==> src/rtl/aud_ctrl.sv <==
// Record/playback sequencer: turns key pulses into registered recorder/DSP command pulses.
// Optional AUD_CTRL_LOOP_EN: end of play restarts playback in place instead of returning to idle.
module aud_ctrl #(
   parameter int                ADDR_W   = 20,
   parameter logic [ADDR_W-1:0] MAX_ADDR = {ADDR_W{1'b1}}
) (
   input  logic              i_clk,
   input  logic              i_rst_n,
   input  logic              i_init_done,
   input  logic              i_key_record,
   input  logic              i_key_play,
   input  logic              i_key_pause,
   input  logic              i_key_stop,
   input  logic [1:0]        i_sw_mode,
   input  logic [2:0]        i_sw_speed,
   input  logic [ADDR_W-1:0] i_rec_addr,
   input  logic [ADDR_W-1:0] i_dsp_addr,
   output logic              o_rec_start,
   output logic              o_rec_pause,
   output logic              o_rec_stop,
   output logic              o_dsp_start,
   output logic              o_dsp_pause,
   output logic              o_dsp_stop,
   output logic [2:0]        o_dsp_speed,
   output logic              o_dsp_fast,
   output logic              o_dsp_slow_0,
   output logic              o_dsp_slow_1,
   output logic              o_sram_we_n,
   output logic [ADDR_W-1:0] o_end_addr,
   output logic              o_has_data,
   output logic [2:0]        o_state
);

   typedef enum logic [2:0] {
      S_INIT       = 3'd0,
      S_IDLE       = 3'd1,
      S_REC        = 3'd2,
      S_REC_PAUSE  = 3'd3,
      S_PLAY       = 3'd4,
      S_PLAY_PAUSE = 3'd5
   } state_t;

   state_t            state, state_nx;
   logic              rec_start_nx, rec_pause_nx, rec_stop_nx;
   logic              dsp_start_nx, dsp_pause_nx, dsp_stop_nx;
   logic              latch_mode, finish_rec;
   logic [ADDR_W-1:0] end_addr_nx;
   logic              has_data_nx;
   logic              raw_stop, raw_pause, raw_record, raw_play;
   logic              key_stop, key_pause, key_record, key_play;

`ifdef AUD_CTRL_LOOP_EN
   // Keys arriving during the restart cycle are held and acted on one cycle later.
   logic       restart_q, restart_nx;
   logic [3:0] held_q, held_nx;
   assign {raw_stop, raw_pause, raw_record, raw_play} =
      {i_key_stop, i_key_pause, i_key_record, i_key_play} | held_q;
`else
   assign {raw_stop, raw_pause, raw_record, raw_play} =
      {i_key_stop, i_key_pause, i_key_record, i_key_play};
`endif

   assign key_stop   = raw_stop;
   assign key_pause  = raw_pause  & ~raw_stop;
   assign key_record = raw_record & ~raw_pause & ~raw_stop;
   assign key_play   = raw_play   & ~raw_record & ~raw_pause & ~raw_stop;

   always_comb begin
      state_nx     = state;
      rec_start_nx = 1'b0;
      rec_pause_nx = 1'b0;
      rec_stop_nx  = 1'b0;
      dsp_start_nx = 1'b0;
      dsp_pause_nx = 1'b0;
      dsp_stop_nx  = 1'b0;
      latch_mode   = 1'b0;
      finish_rec   = 1'b0;
      end_addr_nx  = o_end_addr;
      has_data_nx  = o_has_data;
`ifdef AUD_CTRL_LOOP_EN
      restart_nx   = 1'b0;
      held_nx      = 4'b0000;
`endif
      case (state)
         S_INIT: if (i_init_done) state_nx = S_IDLE;
         S_IDLE: begin
            if (key_record) begin
               state_nx     = S_REC;
               rec_start_nx = 1'b1;
            end else if (key_play && o_has_data) begin
               state_nx     = S_PLAY;
               dsp_start_nx = 1'b1;
               latch_mode   = 1'b1;
            end
         end
         S_REC: begin
            if (key_stop || i_rec_addr == MAX_ADDR) begin
               finish_rec = 1'b1;
            end else if (key_pause) begin
               state_nx     = S_REC_PAUSE;
               rec_pause_nx = 1'b1;
            end
         end
         S_REC_PAUSE: begin
            if (key_stop) begin
               finish_rec = 1'b1;
            end else if (key_record) begin
               state_nx     = S_REC;
               rec_start_nx = 1'b1;
            end
         end
         S_PLAY: begin
`ifdef AUD_CTRL_LOOP_EN
            if (restart_q) begin
               dsp_start_nx = 1'b1;
               held_nx      = {i_key_stop, i_key_pause, i_key_record, i_key_play};
            end else
`endif
            if (key_stop) begin
               state_nx    = S_IDLE;
               dsp_stop_nx = 1'b1;
            end else if (key_pause) begin
               state_nx     = S_PLAY_PAUSE;
               dsp_pause_nx = 1'b1;
            end else if (i_dsp_addr >= o_end_addr) begin
               dsp_stop_nx = 1'b1;
`ifdef AUD_CTRL_LOOP_EN
               restart_nx  = 1'b1;
`else
               state_nx    = S_IDLE;
`endif
            end
         end
         S_PLAY_PAUSE: begin
            if (key_stop) begin
               state_nx    = S_IDLE;
               dsp_stop_nx = 1'b1;
            end else if (key_play) begin
               state_nx     = S_PLAY;
               dsp_start_nx = 1'b1;
               latch_mode   = 1'b1;
            end
         end
         default: state_nx = S_INIT;
      endcase
      if (finish_rec) begin
         state_nx    = S_IDLE;
         rec_stop_nx = 1'b1;
         end_addr_nx = i_rec_addr;
         has_data_nx = 1'b1;
      end
   end

   always_ff @(posedge i_clk) begin
      if (!i_rst_n) begin
         state        <= S_INIT;
         o_rec_start  <= 1'b0;
         o_rec_pause  <= 1'b0;
         o_rec_stop   <= 1'b0;
         o_dsp_start  <= 1'b0;
         o_dsp_pause  <= 1'b0;
         o_dsp_stop   <= 1'b0;
         o_dsp_speed  <= 3'd0;
         o_dsp_fast   <= 1'b0;
         o_dsp_slow_0 <= 1'b0;
         o_dsp_slow_1 <= 1'b0;
         o_sram_we_n  <= 1'b1;
         o_end_addr   <= '0;
         o_has_data   <= 1'b0;
`ifdef AUD_CTRL_LOOP_EN
         restart_q    <= 1'b0;
         held_q       <= 4'b0000;
`endif
      end else begin
         state        <= state_nx;
         o_rec_start  <= rec_start_nx;
         o_rec_pause  <= rec_pause_nx;
         o_rec_stop   <= rec_stop_nx;
         o_dsp_start  <= dsp_start_nx;
         o_dsp_pause  <= dsp_pause_nx;
         o_dsp_stop   <= dsp_stop_nx;
         o_sram_we_n  <= !(state_nx == S_REC || state_nx == S_REC_PAUSE);
         o_end_addr   <= end_addr_nx;
         o_has_data   <= has_data_nx;
         if (latch_mode) begin
            o_dsp_speed  <= i_sw_speed;
            o_dsp_fast   <= (i_sw_mode == 2'b01);
            o_dsp_slow_0 <= (i_sw_mode == 2'b10);
            o_dsp_slow_1 <= (i_sw_mode == 2'b11);
         end
`ifdef AUD_CTRL_LOOP_EN
         restart_q    <= restart_nx;
         held_q       <= held_nx;
`endif
      end
   end

   assign o_state = state;

endmodule

==> config.mk <==
export PLATFORM = sky130hd
export DESIGN_NAME = aud_ctrl
export DESIGN_NICKNAME = d
export VERILOG_FILES = /design/src/rtl/aud_ctrl.sv
export SDC_FILE = /design/constraint.sdc
export NUM_CORES = 1
export LEC_CHECK = 0
export CORE_MARGIN = 4
export CORE_UTILIZATION = 35
export DETAILED_ROUTE_END_ITERATION = 12
export PLACE_DENSITY_LB_ADDON = 0.05
export SKIP_LAST_GASP = 1
export SYNTH_ARGS = -nofsm -noshare
export SYNTH_HDL_FRONTEND = slang
export SYNTH_SLANG_ARGS = --single-unit
==> constraint.sdc <==
create_clock -name i_clk -period 1.9 [get_ports i_clk]
set_clock_uncertainty 0.1 [all_clocks]
set_input_delay 0.285 -clock i_clk [delete_from_list [all_inputs] [get_ports i_clk]]
set_output_delay 0.285 -clock i_clk [all_outputs]
set_load 0.005 [all_outputs]
==> flow_metrics.tcl <==
set metrics [dict create \
    boundaryPins 89 \
    die_h_um 84.6 \
    crit_type "reg2reg" \
    dp_cells 435 \
    cts_tree "built" \
    routabilityCongestion 0.798 \
    fin_crit_ns 1.87 \
    drtAntennaViolNets 0 \
    crit_chain "inv_1, ha_1, and4_4, a221oi_2, buf_4, o211ai_1, a221o_1" \
    relSlewSlack_pct 74.7 \
    fmaxAchievable_mhz 534 \
    cts_made_buffers 5 \
    crit_required_ns 1.98 \
    slowest_delay_ns 0.33 \
    hold_end "o_end_addr[3]" \
    multi_input_area_um2 1430 \
    ys_types 39 \
    grt_pass1_vias 2106 \
    worstReg2RegStart "o_end_addr[16]" \
    die_w_um 84.6 \
    antenna_found_initial 0 \
    synth_seq_area_share_pct 36.1 \
    synth-seq-cells 37 \
    drc 0 \
    htree_levels 2 \
    holdPathStages 3 \
    utilization_pct 67.5 \
    first_iter_violations 73 \
    clk_path_buf_depth 2 \
    worstPathMaxFanout 3 \
    core_um2 5610 \
    r2r-end "o_state[0]" \
    grt_max_degree 45 \
    tightest_slew_ns 0.378 \
    synth.net_count 312 \
    holdWs_ns 0.172 \
    worst_hold_path_type "in2reg" \
    grt_pass1_wl_um 9740 \
    routedWlPerCell_um 13.9 \
    start_util_pct 36.6 \
    layout.cells.non_filler 448 \
    ir_worst_vdd_mv 0.288 \
    regArea_um2 759 \
    rows 27 \
    yosys_warnings 0 \
    vias 2152 \
    hold_violations 0 \
    cp.arrival_ns 1.96 \
    setup_viol 0 \
    syn-mean-instance-area_um2 8.56 \
    r2r_cells 7 \
    total_power_mw 1.82 \
    reg2reg_setup_slack_ns 0.03 \
    cts_hold_buffers 0 \
    min_period_over_period_pct 98.6 \
    diodes 0 \
    area_growth_pct 84.3 \
    grt_overflow 0 \
    finalMaxSlewViolations 0 \
    crit_path_end_kind "flop" \
    grt_usage_pct 16.8 \
    first_pass_iters 4 \
    hpwlAfterDp_um 4360 \
    cts_root_buf "clkbuf_8" \
    maxCapViolations 0 \
    portBuffers 88 \
    clk_pin_slew_ns 0.08 \
    drive_above_1_share_pct 30.1 \
    p_per_area_nw_per_um2 480 \
    nFillCells 503 \
    power.leakage_nw 1.51 \
    status "complete, no violations" \
    insertion_delay_ns 0.29 \
    fin_nets 448 \
    start_kind "flop" \
    dieArea_um2 7160 \
    syn_area_um2 2050 \
    drt_wl_total_um 6240 \
    via_per_inst 4.80 \
    clkSinkCount 37 \
    cpMaxStageDelayCell "dfxtp_2" \
    synth_cells 240 \
    rsz0062_at_grt "yes" \
    holdCritStartpoint "i_rec_addr[3]" \
]
## cell families (layout without fill, tap and decap cells)
logic type / Yosys count / after routing / synth area share (%)
DFF: 37 / 37 / 36.1
buffers and inverters: 31 / 167 / 6.46
adders and majority gates: 20 / 20 / 12.2
and+or+nand+nor: 96 / 96 / 23.1
AOI/OAI and AO/OA: 33 / 33 / 11.0
muxes: 23 / 23 / 11.2
## flip-flops by register name, summed over array words and instances (netlist names)
name          cells
o_sram_we_n       1
o_dsp_slow_0      1
o_dsp_fast        1
o_rec_stop        1
o_dsp_stop        1
o_dsp_start       1
o_end_addr       20
o_dsp_pause       1
o_dsp_slow_1      1
o_rec_start       1
o_state           3
o_dsp_speed       3
o_has_data        1
o_rec_pause       1
## synth_stat cells, drive strengths merged
cell type	count	area, µm²
nor3	3	20.0
a21o	1	7.51
nor3b	4	41.3
a221oi	1	8.76
nand2	48	180
o22ai	1	6.26
inv	22	82.6
clkinv	1	3.75
clkbuf	5	18.8
a221o	1	10.0
o2111ai	1	8.76
nand3b	2	15.0
a21oi	7	35.0
o21a	2	15.0
o41ai	1	8.76
o211ai	3	22.5
mux2i	23	230
a211oi	3	22.5
o21ai	7	35.0
a2111oi	1	15.0
and2	2	12.5
nor4	1	21.3
nor2	17	63.8
o311ai	1	8.76
nand3	3	15.0
nand4	6	37.5
and4	2	17.5
or2	2	12.5
dfxtp	37	741
nand2b	4	25.0
a311oi	1	8.76
buf	3	27.5
and3	1	6.26
ha	20	250
nor2b	1	6.26
a31oi	2	12.5
## worst max path at each step
stage / startpoint / to / slack [ns] / cells after the start
2_1_floorplan: o_end_addr[9] / o_state[0] / 0.006 / 7
3_3_place_gp: i_dsp_addr[0] / o_state[0] / -0.57 / 8
3_5_place_dp: i_dsp_addr[0] / o_state[0] / -0.59 / 8
4_1_cts: i_dsp_addr[14] / o_state[0] / -0.03 / 8
5_1_grt: o_end_addr[6] / o_state[0] / -0.06 / 7
6_report: o_end_addr[16] / o_state[0] / 0.03 / 7
## worst max-delay path, delay by kind of cell, from the launching register on
| kind | cells | cell delay [ns] |
|---|---|---|
| buffers and inverters | 2 | 0.20 |
| flip-flops | 1 | 0.33 |
| AND/OR/NAND/NOR | 1 | 0.19 |
| adder cells (fa/ha/maj) | 1 | 0.30 |
| AO/OA/AOI/OAI | 3 | 0.65 |
## report_power, final
group	internal, mW	switching (mW)	total [mW]	leakage, nW
clock	0.382	0.284	0.666	0.0540
sequential	0.784	0.0100	0.794	0.306
combinational	0.210	0.147	0.357	1.15
## routing by layer
metal	share of wire (%)	track usage (%)	up-vias
li1	-	-	1101
met1	45	22.0	990
met2	49	26.8	54
met3	5.5	4.22	7
met4	1.3	5.61	0
met5	0	0	-
## layout make-up
class	instances	share of cell area [%]
Timing Repair Buffer	137	34.8
Sequential cell	37	20.1
Clock buffer	5	1.82
Clock inverter	2	0.926
Inverter	23	2.28
Tap cell	72	2.38
Multi-Input combinational cell	172	37.7
## timing repair
item,4_1_cts,5_1_grt
buffers inserted,2,2
pin swaps,28,29
setup endpoints to repair,24,23
gates resized for setup,57,40
gates cloned,2,0
## placed cells by master, fill, tap and decap left out, types with 11 or more instances in the layout
master / synthesis / routed
buf_4: 0 / 43
clkdlybuf4s50_1: 0 / 55
dfxtp_1: 37 / 22
dfxtp_2: 0 / 15
dlygate4sd2_1: 0 / 23
ha_4: 0 / 11
inv_1: 22 / 17
mux2i_1: 23 / 22
nand2_1: 48 / 48
nor2_1: 17 / 14
## stage by stage
| stage | worst slack [ns] | TNS [ns] | cell area, µm² |
|---|---|---|---|
| after global routing | -0.0585 | -0.0982 | 3780 |
| after floorplan | 0.00589 | 0 | 2050 |
| after CTS | -0.0318 | -0.0318 | 3630 |
| after detailed placement | -0.591 | -10.64 | 3330 |
| after global placement | -0.571 | -10.58 | 3330 |
| final | 0.0273 | 0 | 3780 |
Note: power is estimated with default switching activity, not from simulation.
